## src/rtl/mul8_pkg.sv

```systemverilog
// Shared constants for the Wishbone 8x8 multiplier responder:
// register word offsets, CTRL bit positions, FSM states, result width.
package mul8_pkg;

  localparam int PO_W = 20;

  // Word offsets taken from wbs_adr_i[3:2]
  localparam logic [1:0] OFS_OPS    = 2'd0;
  localparam logic [1:0] OFS_CTRL   = 2'd1;
  localparam logic [1:0] OFS_RESULT = 2'd2;

  // CTRL register bit positions
  localparam int CTRL_START  = 0;
  localparam int CTRL_BUSY   = 1;
  localparam int CTRL_DONE   = 2;
  localparam int CTRL_IRQ_EN = 3;

  typedef enum logic [1:0] {
    ST_IDLE = 2'd0,
    ST_RUN  = 2'd1,
    ST_DONE = 2'd2
  } state_e;

endpackage

```

## src/rtl/mul8_seq.sv

```systemverilog
// Sequential shift-add 8x8 unsigned multiplier core.
// start latches a/b; eight cycles later done pulses for one cycle
// while product carries the final sum.
module mul8_seq (
  input  logic        clk,
  input  logic        rst_n,
  input  logic        start,
  input  logic [7:0]  a,
  input  logic [7:0]  b,
  output logic        done,
  output logic [15:0] product
);

  logic [15:0] mcand_q, mcand_d;
  logic [7:0]  mplier_q, mplier_d;
  logic [15:0] acc_q, acc_d;
  logic [2:0]  cnt_q, cnt_d;
  logic        busy_q, busy_d;
  logic [15:0] addend;
  logic [15:0] sum;

  // Operand isolation: the addend stays at zero unless the multiplier
  // LSB calls for an add, so the adder inputs do not toggle needlessly.
  assign addend  = mcand_q & {16{mplier_q[0]}};
  assign sum     = acc_q + addend;
  // The last add is folded into product so the result is ready in the
  // final RUN cycle rather than one cycle later.
  assign done    = busy_q & (cnt_q == 3'd7);
  assign product = sum;

  // Next-state for the shift-add datapath
  always_comb begin
    mcand_d  = mcand_q;
    mplier_d = mplier_q;
    acc_d    = acc_q;
    cnt_d    = cnt_q;
    busy_d   = busy_q;
    if (start) begin
      mcand_d  = {8'h00, a};
      mplier_d = b;
      acc_d    = '0;
      cnt_d    = '0;
      busy_d   = 1'b1;
    end else if (busy_q) begin
      if (mplier_q[0]) acc_d = sum;
      mcand_d  = {mcand_q[14:0], 1'b0};
      mplier_d = {1'b0, mplier_q[7:1]};
      cnt_d    = cnt_q + 3'd1;
      if (cnt_q == 3'd7) busy_d = 1'b0;
    end
  end

  // Datapath registers
  always_ff @(posedge clk or negedge rst_n) begin
    if (!rst_n) begin
      mcand_q  <= '0;
      mplier_q <= '0;
      acc_q    <= '0;
      cnt_q    <= '0;
      busy_q   <= 1'b0;
    end else begin
      mcand_q  <= mcand_d;
      mplier_q <= mplier_d;
      acc_q    <= acc_d;
      cnt_q    <= cnt_d;
      busy_q   <= busy_d;
    end
  end

endmodule

```

## src/rtl/wb_mul8_responder.sv

```systemverilog
// Wishbone slave front end for the sequential 8x8 multiplier: address
// decode, OPS/CTRL/RESULT registers, control FSM and single-cycle ack.
// Optional feature macro: MUL8_IRQ_EN adds CTRL.IRQ_EN and user_irq_o.
module wb_mul8_responder
  import mul8_pkg::*;
#(
  parameter logic [31:0] BASE_ADDR = 32'h3000_0000
) (
  input  logic        wb_clk_i,
  input  logic        wb_rst_ni,
  input  logic        wbs_stb_i,
  input  logic        wbs_cyc_i,
  input  logic        wbs_we_i,
  input  logic [3:0]  wbs_sel_i,
  input  logic [31:0] wbs_adr_i,
  input  logic [31:0] wbs_dat_i,
  output logic        wbs_ack_o,
  output logic [31:0] wbs_dat_o
`ifdef MUL8_IRQ_EN
  ,
  output logic        user_irq_o
`endif
);

  state_e          state_q, state_d;
  logic [7:0]      a_q, a_d, b_q, b_d;
  logic [PO_W-1:0] result_q, result_d;
  logic            ack_q, ack_d;
  logic [31:0]     dat_q, dat_d;
  logic [31:0]     rdata;
  logic            irq_en;

  logic            hit, req, wr, rd, ctrl_wr, start_acc, clr_done;
  logic [1:0]      ofs;
  logic            core_done;
  logic [15:0]     core_product;
  logic            busy, done;
  logic            unused_ok;

  assign unused_ok = ^{wbs_sel_i[3:2], wbs_dat_i[31:16], wbs_adr_i[1:0]};

  // A new request is refused while the previous ack is on the bus, which
  // paces back-to-back transfers to one every other cycle.
  assign hit     = (wbs_adr_i[31:4] == BASE_ADDR[31:4]);
  assign req     = wbs_stb_i & wbs_cyc_i & hit & ~ack_q;
  assign wr      = req & wbs_we_i;
  assign rd      = req & ~wbs_we_i;
  assign ofs     = wbs_adr_i[3:2];
  assign ctrl_wr = wr & (ofs == OFS_CTRL) & wbs_sel_i[0];

  assign busy      = (state_q == ST_RUN);
  assign done      = (state_q == ST_DONE);
  assign start_acc = ctrl_wr & wbs_dat_i[CTRL_START] & ~busy;
  assign clr_done  = ctrl_wr & wbs_dat_i[CTRL_DONE];

  mul8_seq u_seq (
    .clk     (wb_clk_i),
    .rst_n   (wb_rst_ni),
    .start   (start_acc),
    .a       (a_q),
    .b       (b_q),
    .done    (core_done),
    .product (core_product)
  );

  // Control FSM next state; a START in the same write as a DONE clear wins
  always_comb begin
    state_d = state_q;
    case (state_q)
      ST_IDLE: if (start_acc) state_d = ST_RUN;
      ST_RUN:  if (core_done) state_d = ST_DONE;
      ST_DONE: begin
        if (start_acc)     state_d = ST_RUN;
        else if (clr_done) state_d = ST_IDLE;
      end
      default: state_d = ST_IDLE;
    endcase
  end

  // Control FSM state register
  always_ff @(posedge wb_clk_i or negedge wb_rst_ni) begin
    if (!wb_rst_ni) state_q <= ST_IDLE;
    else            state_q <= state_d;
  end

  // Read mux: status reflects the cycle in which the request is presented
  always_comb begin
    rdata = '0;
    case (ofs)
      OFS_OPS:    rdata[15:0] = {a_q, b_q};
      OFS_CTRL: begin
        rdata[CTRL_BUSY]   = busy;
        rdata[CTRL_DONE]   = done;
        rdata[CTRL_IRQ_EN] = irq_en;
      end
      OFS_RESULT: rdata[PO_W-1:0] = result_q;
      default:    rdata = '0;
    endcase
  end

  // Register-file and bus-response next values
  always_comb begin
    a_d      = a_q;
    b_d      = b_q;
    result_d = result_q;
    ack_d    = req;
    dat_d    = rd ? rdata : 32'h0;
    if (wr && ofs == OFS_OPS) begin
      if (wbs_sel_i[0]) b_d = wbs_dat_i[7:0];
      if (wbs_sel_i[1]) a_d = wbs_dat_i[15:8];
    end
    if (core_done) result_d = {{(PO_W-16){1'b0}}, core_product};
  end

  // Register file and bus response registers
  always_ff @(posedge wb_clk_i or negedge wb_rst_ni) begin
    if (!wb_rst_ni) begin
      a_q      <= '0;
      b_q      <= '0;
      result_q <= '0;
      ack_q    <= 1'b0;
      dat_q    <= '0;
    end else begin
      a_q      <= a_d;
      b_q      <= b_d;
      result_q <= result_d;
      ack_q    <= ack_d;
      dat_q    <= dat_d;
    end
  end

  assign wbs_ack_o = ack_q;
  assign wbs_dat_o = dat_q;

`ifdef MUL8_IRQ_EN
  logic irq_en_q, irq_en_d;
  logic irq_q, irq_d;

  // Interrupt enable and the registered done interrupt
  always_comb begin
    irq_en_d = irq_en_q;
    if (ctrl_wr) irq_en_d = wbs_dat_i[CTRL_IRQ_EN];
    irq_d = done & irq_en_q;
  end

  // Interrupt registers
  always_ff @(posedge wb_clk_i or negedge wb_rst_ni) begin
    if (!wb_rst_ni) begin
      irq_en_q <= 1'b0;
      irq_q    <= 1'b0;
    end else begin
      irq_en_q <= irq_en_d;
      irq_q    <= irq_d;
    end
  end

  assign irq_en     = irq_en_q;
  assign user_irq_o = irq_q;
`else
  assign irq_en = 1'b0;
`endif

endmodule
```

## config.mk

```make
export PLATFORM = sky130hd
export DESIGN_NAME = wb_mul8_responder
export DESIGN_NICKNAME = d
export VERILOG_FILES = /design/src/rtl/mul8_pkg.sv /design/src/rtl/mul8_seq.sv /design/src/rtl/wb_mul8_responder.sv
export SDC_FILE = /design/constraint.sdc
export NUM_CORES = 1
export LEC_CHECK = 0
export ABC_AREA = 1
export CORE_MARGIN = 2
export CORE_UTILIZATION = 47
export DETAILED_ROUTE_END_ITERATION = 10
export PLACE_DENSITY = 0.8
export SYNTH_ARGS = -nofsm -noshare
export SYNTH_HDL_FRONTEND = slang
export SYNTH_SLANG_ARGS = --single-unit
```

## constraint.sdc

```tcl
create_clock -name wb_clk_i -period 1.9 [get_ports wb_clk_i]
set_input_delay 0.38 -clock wb_clk_i [delete_from_list [all_inputs] [get_ports wb_clk_i]]
set_output_delay 0.38 -clock wb_clk_i [all_outputs]
set_load 0.01 [all_outputs]
```

Word level (Yosys, flattened, before mapping). Index checks and enable logic that the tools add are counted.

Register bits: 95. Input bits: 73. Output and inout port bits: 33. Logic and storage cells: 67.

Add/subtract/negate cells: 2. Equal/unequal tests: 9. Muxes and demuxes: 21. Bitwise gates (word level): 15. Reduce and logical (&&, ||, !) cells: 9.

Operators with widths (count): 16-bit 2-to-1 mux (6); 28-bit by 26-bit == test with 1-bit output (second input constant) (1); 12-bit one-hot mux with 2 select lines (1); 16-bit adder (1); 16-bit AND (1); 8-bit 2-to-1 mux (2); 1-bit AND (11); 3-bit one-hot mux with 3 select lines (1); 2-bit 2-to-1 mux (4); 3-bit 2-to-1 mux (2); 2-bit one-hot mux with 3 select lines (1); 2-bit AND reduction (3); 2-bit by 1-bit == test with 1-bit output (second input constant) (2); 2-bit == test (second input constant) (2); 2-bit zero test (2); 2-bit != test (second input constant) (2); 2-bit nonzero test (2); 3-bit by 1-bit adder with 3-bit output (second input constant) (1); 3-bit == test (second input constant) (1); 1-bit 2-to-1 mux (3); 3-bit != test (second input constant) (1); 1-bit NOT (3); 3-bit AND reduction (1); 1-bit one-hot mux with 2 select lines (1); 1-bit logical AND (1).

Logic depth before layout (Yosys ltp). Gate-level depths: netlist (run 1).

Depth after elaboration: 10. Mapped depth: 17. Depth with buffers taken out: 16.

By module. Synthesis (run 1) repeated with hierarchy kept, for this count alone.

Cells, all modules: 664. Area total of the unflattened synthesis: 5368.9 µm².

By module, submodules not included: mul8_seq (times used 1, cells each 387, area each 2941.6 µm², seq. area each 1101.1 µm²); wb_mul8_responder (times used 1, cells each 277, area each 2427.3 µm², seq. area each 1276.2 µm²).

Worst setup path after synthesis (run 1). Ideal clock, no wire load.

Kind: reg-to-reg. Start: reg u_seq.mplier_q[0]. End: reg u_seq.acc_q[15]. Library setup time: 118 ps. Data arrival time: 1893 ps. Data required time: 1782 ps. Setup slack: -111 ps. Stages on the path, launching flop included: 14. Path buffers: 2. Clock period less this slack: 2011 ps. Cell sequence: dfrtp_1 -> buf_2 -> clkbuf_1 -> nand2_1 -> inv_1 -> ha_1 -> a21oi_1 -> o21ai_0 -> a21oi_1 -> nand2_1 -> nand2_1 -> nand2_1 -> nand3_1 -> nand2_1.

Word-level cells in the longest chain between the ends: 5. Elaborated cells on any way between the ends: 7. Classes of those cells: add/sub: 1; mux: 3; bitwise: 1; reduce/logical: 2.

RTL lines: from (decl) (RTL line mul8_seq.sv:15) `logic [7:0] mplier_q, mplier_d;`; from (signal assigned) (RTL line mul8_seq.sv:63) `mplier_q <= mplier_d;`; 16-bit AND (RTL line mul8_seq.sv:24) `assign addend = mcand_q & {16{mplier_q[0]}};`; 16-bit adder (RTL line mul8_seq.sv:25) `assign sum = acc_q + addend;`; 16-bit 2-to-1 mux (RTL line mul8_seq.sv:45) `if (mplier_q[0]) acc_d = sum;`; 16-bit 2-to-1 mux (RTL line mul8_seq.sv:44) `end else if (busy_q) begin`; 16-bit 2-to-1 mux (RTL line mul8_seq.sv:38) `if (start) begin`; to (signal assigned) (RTL line mul8_seq.sv:58) `acc_q <= '0;`; to (signal assigned) (RTL line mul8_seq.sv:64) `acc_q <= acc_d;`; to (decl) (RTL line mul8_seq.sv:16) `logic [15:0] acc_q, acc_d;`.

Several ways; a longest one is shown, not always the timed one. The select of a mux whose other input is x is not followed. A chain may end at the register's enable or synchronous reset.

Final worst setup path (run 1).
Start: reg u_seq.mplier_q[0]. End: reg u_seq.acc_q[14].

The elaborated chain is that of the path after synthesis.

==> results of run 1 <==
[worst reg2reg max path, cell delays in order (launching register included)]
cell and delay, ns:
dfrtp_2 0.47, buf_4 0.17, nand2_1 0.06, inv_1 0.06
ha_4 0.25, a21oi_2 0.18, nor2_1 0.08, nor2_2 0.12
nor2_1 0.05, nor2_1 0.19, nand2_1 0.08, nand2_1 0.08
nand2_1 0.07, nand3_2 0.07, nand2_2 0.06
[cells in the mapped netlist]
master and number:
nand3b_1 3, nand3_1 70, buf_2 5, xnor2_1 3, nor2_1 64, nor2_4 3
nand2_1 244, buf_4 17, xor2_1 8, clkbuf_1 13, nand4_2 2, nand3_2 2
buf_6 4, inv_1 82, a31oi_1 4, a21o_1 2, a221oi_1 2, buf_1 2
o21ai_0 19, nand4_1 2, conb_1 1, dfrtp_1 95, nor3_1 2, o21bai_1 1
o22ai_1 1, o21ai_1 4, clkinv_1 1, ha_1 17, a21boi_0 1, a21oi_1 37
fa_1 1
[cells in the final DEF (no fill, tap or decap), drive strengths merged]
cell / count
xnor2: 3
nand2: 244
conb: 16
nand4: 4
o22ai: 1
a21o: 2
clkinvlp: 1
a221oi: 2
xor2: 8
dfrtp: 95
clkbuf: 9
nor2: 67
buf: 59
nand3b: 3
a21oi: 37
nor3: 2
bufinv: 2
a21boi: 1
ha: 17
dlygate4sd3: 1
clkinv: 4
inv: 83
clkdlybuf4s50: 68
o21bai: 1
o21ai: 23
nand3: 72
a31oi: 4
fa: 1
[metal layers]
layer / share of wire (%) / wire length, um / vias to the layer above
li1: - / - / 2432
met1: 41 / 6050 / 2390
met2: 49 / 7200 / 189
met3: 6.7 / 992 / 55
met4: 3.7 / 554 / 0
met5: 0 / 0 / -
[where the power goes]
part           switching [uW]  internal, uW
logic                     114           121
clock network             754           743
registers           0.0000192          2020
[flip-flops by register name, summed over array words and instances (netlist names), 2 cells and up]
| register | cells |
|---|---|
| wbs_dat_o | 16 |
| b_q | 8 |
| a_q | 8 |
| u_seq.acc_q | 16 |
| u_seq.cnt_q | 3 |
| result_q | 16 |
| u_seq.mplier_q | 8 |
| u_seq.mcand_q | 16 |
| state_q | 2 |
[stage by stage]
| stage | setup WS [ns] | cells | setup TNS (ns) | cell area, um2 | util, % |
|---|---|---|---|---|---|
| finish | -0.204 | 970 | -2.14 | 7220 | 66.3 |
| global route | -0.335 | 970 | -4.34 | 7220 | 66.3 |
| CTS | -0.108 | 963 | -0.507 | 6880 | 63.2 |
| detailed placement | -0.227 | 942 | -9.10 | 6390 | 58.7 |
| global placement | -0.168 | 942 | -7.67 | 6390 | 58.7 |
| floorplan | 0.00375 | 727 | 0 | 5370 | - |
[how the worst min path moves through the flow]
| stage | to | cells past startpoint | slack [ns] |
|---|---|---|---|
| floorplan | a_q[0] | 0 | 0.08 |
| global placement | b_q[4] | 1 | 0.35 |
| detailed placement | b_q[6] | 1 | 0.35 |
| CTS | u_seq.mplier_q[3] | 2 | 0.49 |
| global route | result_q[0] | 2 | 0.52 |
| finish | u_seq.mplier_q[3] | 2 | 0.49 |
[layout make-up]
type	instances	area, um2
fill	862	3670
multi-input combinational	508	2910
sequential	95	2380
timing repair buffer	128	1220
inverter	83	314
tap	140	175
clock buffer	9	124
clock inverter	7	95.1
[kinds of logic (layout without fill, tap and decap cells)]
group	count (synthesis)	in the layout	share of synthesized area, %
other	1	16	0.0710
adders and majority gates	18	18	4.40
buffers and inverters	124	227	10.7
and+or+nand+nor	392	392	30.8
DFF	95	95	45.0
AOI/OAI and AO/OA	71	71	7.17
xor gates and xnor gates	11	11	1.82
[what timing repair did]
item / CTS / global route
pin swaps: 23 / 39
gates resized for setup: 50 / 68
buffers inserted: 3 / 8
hold endpoints to repair: 29 / 0
hold buffers: 1 / 0
gates cloned: 1 / 0
endpoints found under the setup margin: 20 / 30
==> metrics.yaml, run 1 <==
timing:
  period_share_pct: 111
  period_needed_ns: 2.10
  rsz0062_at_grt: "yes"
  finalHoldViolCount: 0
  worstMarginPinSlew_ns: 0.699
  fmax_mhz: 475
  setup_slack_ns: -0.204
  holdWs_ns: 0.493
  finalSetupViolCount: 22
  relSlewSlack_pct: 53.3
  final-max-slew-violation-count: 0
  finClkSkew_ns: 0.00987
setup_path:
  worst_path_most_repeated_cell: "nand2_1"
  critPathSlowestCell: "dfrtp_2"
  critical_path_arrival_ns: 2.38
  required_ns: 2.17
  cp-end-kind: "flip-flop"
  critPathTopFamily: "simple AND/OR/NAND/NOR gates"
  path_class: "reg2reg"
  reg2regPathDepth: 14
  crit_path_max_fanout: 6
  cp-start-kind: "flip-flop"
  timing.rr.start: "u_seq.mplier_q[0]"
  rrSetupSlack_ns: -0.20
  slowest_delay_ns: 0.47
  critPathBufInv: 2
  r2r_end: "u_seq.acc_q[14]"
  crit_end: "u_seq.acc_q[14]"
  crit_start: "u_seq.mplier_q[0]"
  crit_cells: 14
  path_cells: "buf_4, nand2_1, inv_1, ha_4, a21oi_2, nor2_1, nor2_2, nor2_1, nor2_1, nand2_1, nand2_1, nand2_1, nand3_2, nand2_2"
cells_and_area:
  antenna_cells: 0
  layout.nets: 916
  area_growth_pct: 36.6
  layout-drive-gt1-share_pct: 21.3
grt:
  grt_pass1_vias: 4891
  global_route.usage.met3_pct: 5.00
  grt_pass1_wl_mm: 22.3
  grt_max_degree: 47
  grtUsageMet2_pct: 39.1
  antenna_found_initial: 0
  met1_usage_pct: 30.5
  overflow: 0
  top_usage_layer: "met2"
  grt.total_usage_pct: 23.8
clock_network:
  path_clk_slew_ns: 0.10
  tritoncts: "done"
  cts_buffers: 9
  cts_max_level: 3
  clk_path_buf_depth: 2
  clockRootBuffer: "clkbuf_8"
  insertion_delay_ns: 0.38
  cts.sinks: 95
synthesis:
  yosysTopAreaCell: "dfrtp_1"
  avgSynthCellArea_um2: 7.42
  syn_area_um2: 5290
  ys_ff_latch: 95
  synth_cell_types: 31
  synthCells: 712
  yosysWarnings: 0
  netlist.area_leader.share_pct: 45.0
  synth_seq_area_share_pct: 45.0
  synth.area.top_cells: "dfrtp_1 45%, nand2_1 17%, nand3_1 6.6%, inv_1 5.8%, nor2_1 4.5%"
pwr:
  power_density_nw_per_um2: 520
  power_uw: 3750
  peakVddDrop_v: 0.000489
  cellLeakagePower_uw: 0.00376
run_status:
  status: "finished with violations"
  violations: "setup timing"
placement:
  port_buffers: 69
  gp_congestion: 0.941
  dpl.hpwl_mm: 9.40
die:
  die_h_um: 110
  rows: 38
  die-area_um2: 12100
  design.core.area_um2: 10900
  io_pins: 106
  die_w_um: 110
  start_util_pct: 48.5
worst_hold_path:
  min_path_type: "in2async"
flow_run:
  maxCapViolCount: 0
drt:
  drc: 0
  wl_per_cell_um: 15.3
  drtIter0Drc: 374
  routed_wl_mm: 14.8
  vias: 5066
  dr.pass1.iters: 5
  avgViaCountPerCell: 5.22
  ant_nets: 0
Power figures use the tool's default switching activity.
==> run 2, diff against run 1 <==
CORE_UTILIZATION = 48   (was 47)
CTS_BUF_LIST = sky130_fd_sc_hd__clkbuf_8   (was default)
PLACE_DENSITY = 0.81   (was 0.8)
==> metrics.yaml, run 2 (synthesis gave the netlist of run 1 again) <==
run_status:
  status: "finished with violations"
  violations: "setup timing"
cells_and_area:
  final_common_cell: "nand2_1"
  area_growth_pct: 36.6
  final_util_pct: 66.9
  layout.nets: 914
  layout-drive-gt1-share_pct: 20.8
  antenna_cells: 0
  layout_common_cells: "214 x nand2_1, 94 x dfrtp_1, 76 x inv_1"
setup_path:
  crit_path_max_fanout: 6
  cp-start-kind: "flip-flop"
  path_class: "reg2reg"
  cp-end-kind: "flip-flop"
  crit_start: "u_seq.mplier_q[0]"
  timing.rr.start: "u_seq.mplier_q[0]"
  critical_path_arrival_ns: 2.44
  required_ns: 2.22
  reg2regPathDepth: 11
timing:
  fmax_mhz: 472
  period_needed_ns: 2.12
  setup_slack_ns: -0.218
  rsz0062_at_grt: "yes"
  finalSetupViolCount: 24
  finalHoldViolCount: 0
  relSlewSlack_pct: 53.9
  fin_setup_tns_ns: -2.74
  period_share_pct: 111
  final-max-slew-violation-count: 0
  worstMarginPinSlew_ns: 0.691
  finClkSkew_ns: 0.0163
drt:
  wl_per_cell_um: 15.8
  drtIter0Drc: 531
  dr.pass1.iters: 5
  vias: 5173
  drc: 0
  routed_wl_mm: 15.3
  ant_nets: 0
  avgViaCountPerCell: 5.34
placement:
  gp_congestion: 0.924
  dpl.hpwl_mm: 9.58
  port_buffers: 69
pwr:
  cellLeakagePower_uw: 0.00375
  peakVddDrop_v: 0.000445
  power_density_nw_per_um2: 507
grt:
  antenna_found_initial: 0
  grt_pass1_wl_mm: 23.0
  grt_pass1_vias: 4950
  grt_max_degree: 49
  overflow: 0
  grt.total_usage_pct: 25.1
die:
  die_h_um: 109
  die-area_um2: 11900
  rows: 38
  design.core.area_um2: 10800
  start_util_pct: 49.0
  io_pins: 106
  die_w_um: 109
worst_hold_path:
  min_path_type: "in2async"
clock_network:
  tritoncts: "done"
  cts_buffers: 9
  cts_max_level: 3
  cts.sinks: 95
  clockRootBuffer: "clkbuf_8"
  clk_path_buf_depth: 2
  insertion_delay_ns: 0.39
  path_clk_slew_ns: 0.11
flow_run:
  maxCapViolCount: 0
## run 2: critical path, cell delays in order (launching register included)
cell and delay, ns:
dfrtp_2 0.47, buf_6 0.16, nand2_1 0.05, inv_1 0.06
ha_4 0.31, nand2_1 0.16, nor2_1 0.24, nand3_2 0.12
nand3_2 0.11, xor2_2 0.19, nand3_1 0.09, nand2_1 0.09
## run 2: final cells by class
class | count | area, um2
tap | 140 | 175
multi-input combinational | 508 | 2940
fill | 814 | 3580
sequential | 95 | 2380
clock buffer | 9 | 124
timing repair buffer | 126 | 1200
clock inverter | 7 | 78.8
inverter | 83 | 317
## run 2: layer usage
| metal | up-vias | GRT usage (%) | wire length (um) |
|---|---|---|---|
| met4 | 0 | 11.4 | 730 |
| met5 | - | 0 | 0 |
| met2 | 263 | 43.3 | 7460 |
| met1 | 2415 | 30.2 | 5890 |
| li1 | 2417 | - | - |
| met3 | 78 | 5.32 | 1170 |
## run 2: through the flow
step | hold WS [ns] | power (uW) | cells | worst slack, ns | cell area, um2
floorplan | 0.0844 | 2140 | 727 | 0.00375 | 5370
global placement | 0.330 | 2290 | 945 | -0.169 | 6410
detailed placement | 0.335 | 2300 | 945 | -0.231 | 6410
CTS | 0.465 | 3670 | 966 | -0.0811 | 6930
global route | 0.481 | 3780 | 968 | -0.292 | 7220
finish | 0.452 | 3660 | 968 | -0.218 | 7220
## run 2: power by group
| group | leakage, uW | internal, uW | switching (uW) | total, uW |
|---|---|---|---|---|
| sequential | 0.00129 | 2020 | 0.0000178 | 2020 |
| clock | 0.000104 | 625 | 775 | 1400 |
| combinational | 0.00236 | 123 | 113 | 236 |
| total | 0.00375 | 2770 | 888 | 3660 |
## run 2: what timing repair did
item | 4_1_cts | 5_1_grt
setup endpoints to repair | 23 | 29
resized for setup | 47 | 72
setup buffers | 4 | 2
gates cloned | 0 | 0
hold endpoints to repair | 26 | 0
pin swaps | 16 | 29
hold buffers | 1 | 0
## run 2: final timing paths
path | to | slack [ns]
max in group asynchronous | a_q[7] | 0.90
min in group wb_clk_i | result_q[6] | 0.50
worst max register to register | u_seq.acc_q[10] | -0.22
worst min-delay path | u_seq.acc_q[14] | 0.45
worst max-delay path | u_seq.acc_q[10] | -0.22
worst min register to register | result_q[6] | 0.50
==> run 3, diff against run 2 <==
CORE_MARGIN = 5   (was 2)
==> metrics.yaml, run 3 (synthesis gave the netlist of run 1 again) <==
run_status:
  status: "finished with violations"
  violations: "setup timing"
die:
  die-area_um2: 13200
  die_h_um: 115
  die_w_um: 115
  io_pins: 106
  start_util_pct: 49.0
  rows: 38
  design.core.area_um2: 10800
setup_path:
  crit_start: "u_seq.mplier_q[0]"
  critical_path_arrival_ns: 2.44
  required_ns: 2.21
  slowest_delay_ns: 0.49
  crit_path_max_fanout: 8
  cp-end-kind: "flip-flop"
  rrSetupSlack_ns: -0.23
  timing.rr.start: "u_seq.mplier_q[0]"
  r2r_end: "u_seq.acc_q[11]"
  worst_path_most_repeated_cell: "nand2_2"
  crit_end: "u_seq.acc_q[11]"
  reg2regPathDepth: 13
  path_class: "reg2reg"
  critPathSlowestCell: "dfrtp_2"
  path_cells: "buf_12, nand2_2, inv_2, ha_4, nand2_4, nor2_4, nand2_2, nand2_4, nand2_2, nand2_2, xor2_2, nand3_1, nand2_1"
  cp-start-kind: "flip-flop"
clock_network:
  cts.sinks: 95
  clk_path_buf_depth: 2
  cts_buffers: 9
  clockRootBuffer: "clkbuf_8"
  path_clk_slew_ns: 0.10
  tritoncts: "done"
  cts_max_level: 3
  insertion_delay_ns: 0.37
cells_and_area:
  layout-drive-gt1-share_pct: 22.6
  n_fill_cell: 800
  antenna_cells: 0
  final_common_cell: "nand2_1"
  layout_common_cells: "211 x nand2_1, 94 x dfrtp_1, 74 x inv_1"
  final_cells: 973
  layout.nets: 920
  regArea_um2: 2380
  area_growth_pct: 39.5
  multi_input_area_um2: 3040
pwr:
  power_uw: 3600
  p_comb_share_pct: 6.5
  power_density_nw_per_um2: 488
  peakVddDrop_v: 0.000322
  swShare_pct: 23.5
  pwr-share-clk_pct: 37.4
  p_seq_share_pct: 56.1
  p_sw_uw: 847
  cellLeakagePower_uw: 0.00385
  p_int_uw: 2750
drt:
  top_layer: "met4"
  drtIter0Drc: 383
  route.met2.wl_mm: 7.80
  dr.pass1.iters: 5
  wirelength_met1_mm: 5.92
  wl_met3_um: 991
  avgViaCountPerCell: 5.24
  ant_nets: 0
  drc: 0
  wl_per_cell_um: 15.7
  routed_wl_mm: 15.3
  vias: 5099
placement:
  port_buffers: 69
  gp_congestion: 0.897
  placedCellCount: 949
  dpl.hpwl_mm: 9.65
grt:
  overflow: 0
  grt_pass1_wl_mm: 23.0
  grt_pass1_vias: 4928
  grt.total_usage_pct: 21.6
  antenna_found_initial: 0
  grt_max_degree: 54
timing:
  final-max-slew-violation-count: 0
  period_needed_ns: 2.13
  setup_slack_ns: -0.235
  rsz0062_at_grt: "yes"
  period_share_pct: 112
  finClkSkew_ns: 0.0108
  fin_setup_tns_ns: -2.77
  fmax_mhz: 468
  holdWs_ns: 0.379
  relSlewSlack_pct: 53.6
  worstMarginPinSlew_ns: 0.696
  finalHoldViolCount: 0
  finalSetupViolCount: 22
worst_hold_path:
  min_path_type: "in2async"
flow_run:
  maxCapViolCount: 0
run 3: what timing repair did:
item                       CTS  global route
pin swaps                   20            37
setup buffers                4             3
hold endpoints to repair    10             0
setup endpoints to repair   24            25
gates cloned                 0             1
hold buffers                 1             0
gates resized for setup     62            76
run 3: metal layers:
layer	global-route usage, %	vias up
met2	37.3	217
met1	27.0	2409
li1	-	2425
met5	0	-
met3	3.47	48
met4	8.61	0
run 3: cell type report:
type                            instances  area share, %
Clock buffer                            9           1.68
Clock inverter                          6          0.934
Inverter                               83           4.26
Multi-Input combinational cell        508           41.2
Sequential cell                        95           32.3
Tap cell                              140           2.38
Timing Repair Buffer                  132           17.3
run 3: critical path, delay by kind of cell (launching register included):
family	cells	cell delay, ns
XOR/XNOR	1	0.19
adder cells (fa/ha/maj)	1	0.31
buffers and inverters	2	0.22
flip-flops	1	0.49
AND/OR/NAND/NOR	9	0.85
run 3: per-stage QoR:
stage / utilization (%) / area [um2] / setup slack [ns]
finish: 68.3 / 7370 / -0.235
floorplan: - / 5370 / 0.00375
detailed placement: 59.8 / 6460 / -0.198
CTS: 64.9 / 7010 / -0.122
global placement: 59.8 / 6460 / -0.168
global route: 68.3 / 7370 / -0.283
run 3: worst min path at each step:
stage,start,endpoint,slack [ns],cells after the start
CTS,wb_rst_ni,u_seq.mcand_q[12],0.37,2
global placement,wb_rst_ni,u_seq.mcand_q[13],0.23,1
floorplan,wb_rst_ni,a_q[0],0.08,0
detailed placement,wb_rst_ni,u_seq.mcand_q[12],0.23,1
finish,wb_rst_ni,u_seq.acc_q[14],0.38,2
global route,wb_rst_ni,u_seq.mcand_q[12],0.39,2
run 3: power groups by stage:
| stage | registers, uW | clock network, uW | logic [uW] |
|---|---|---|---|
| final | 2020 | 1350 | 233 |
| after floorplan | 2060 | 0 | 80.0 |
| after global placement | 2060 | 0 | 228 |
| after global routing | 2020 | 1430 | 260 |
| after detailed placement | 2060 | 0 | 232 |
| after CTS | 2020 | 1370 | 235 |
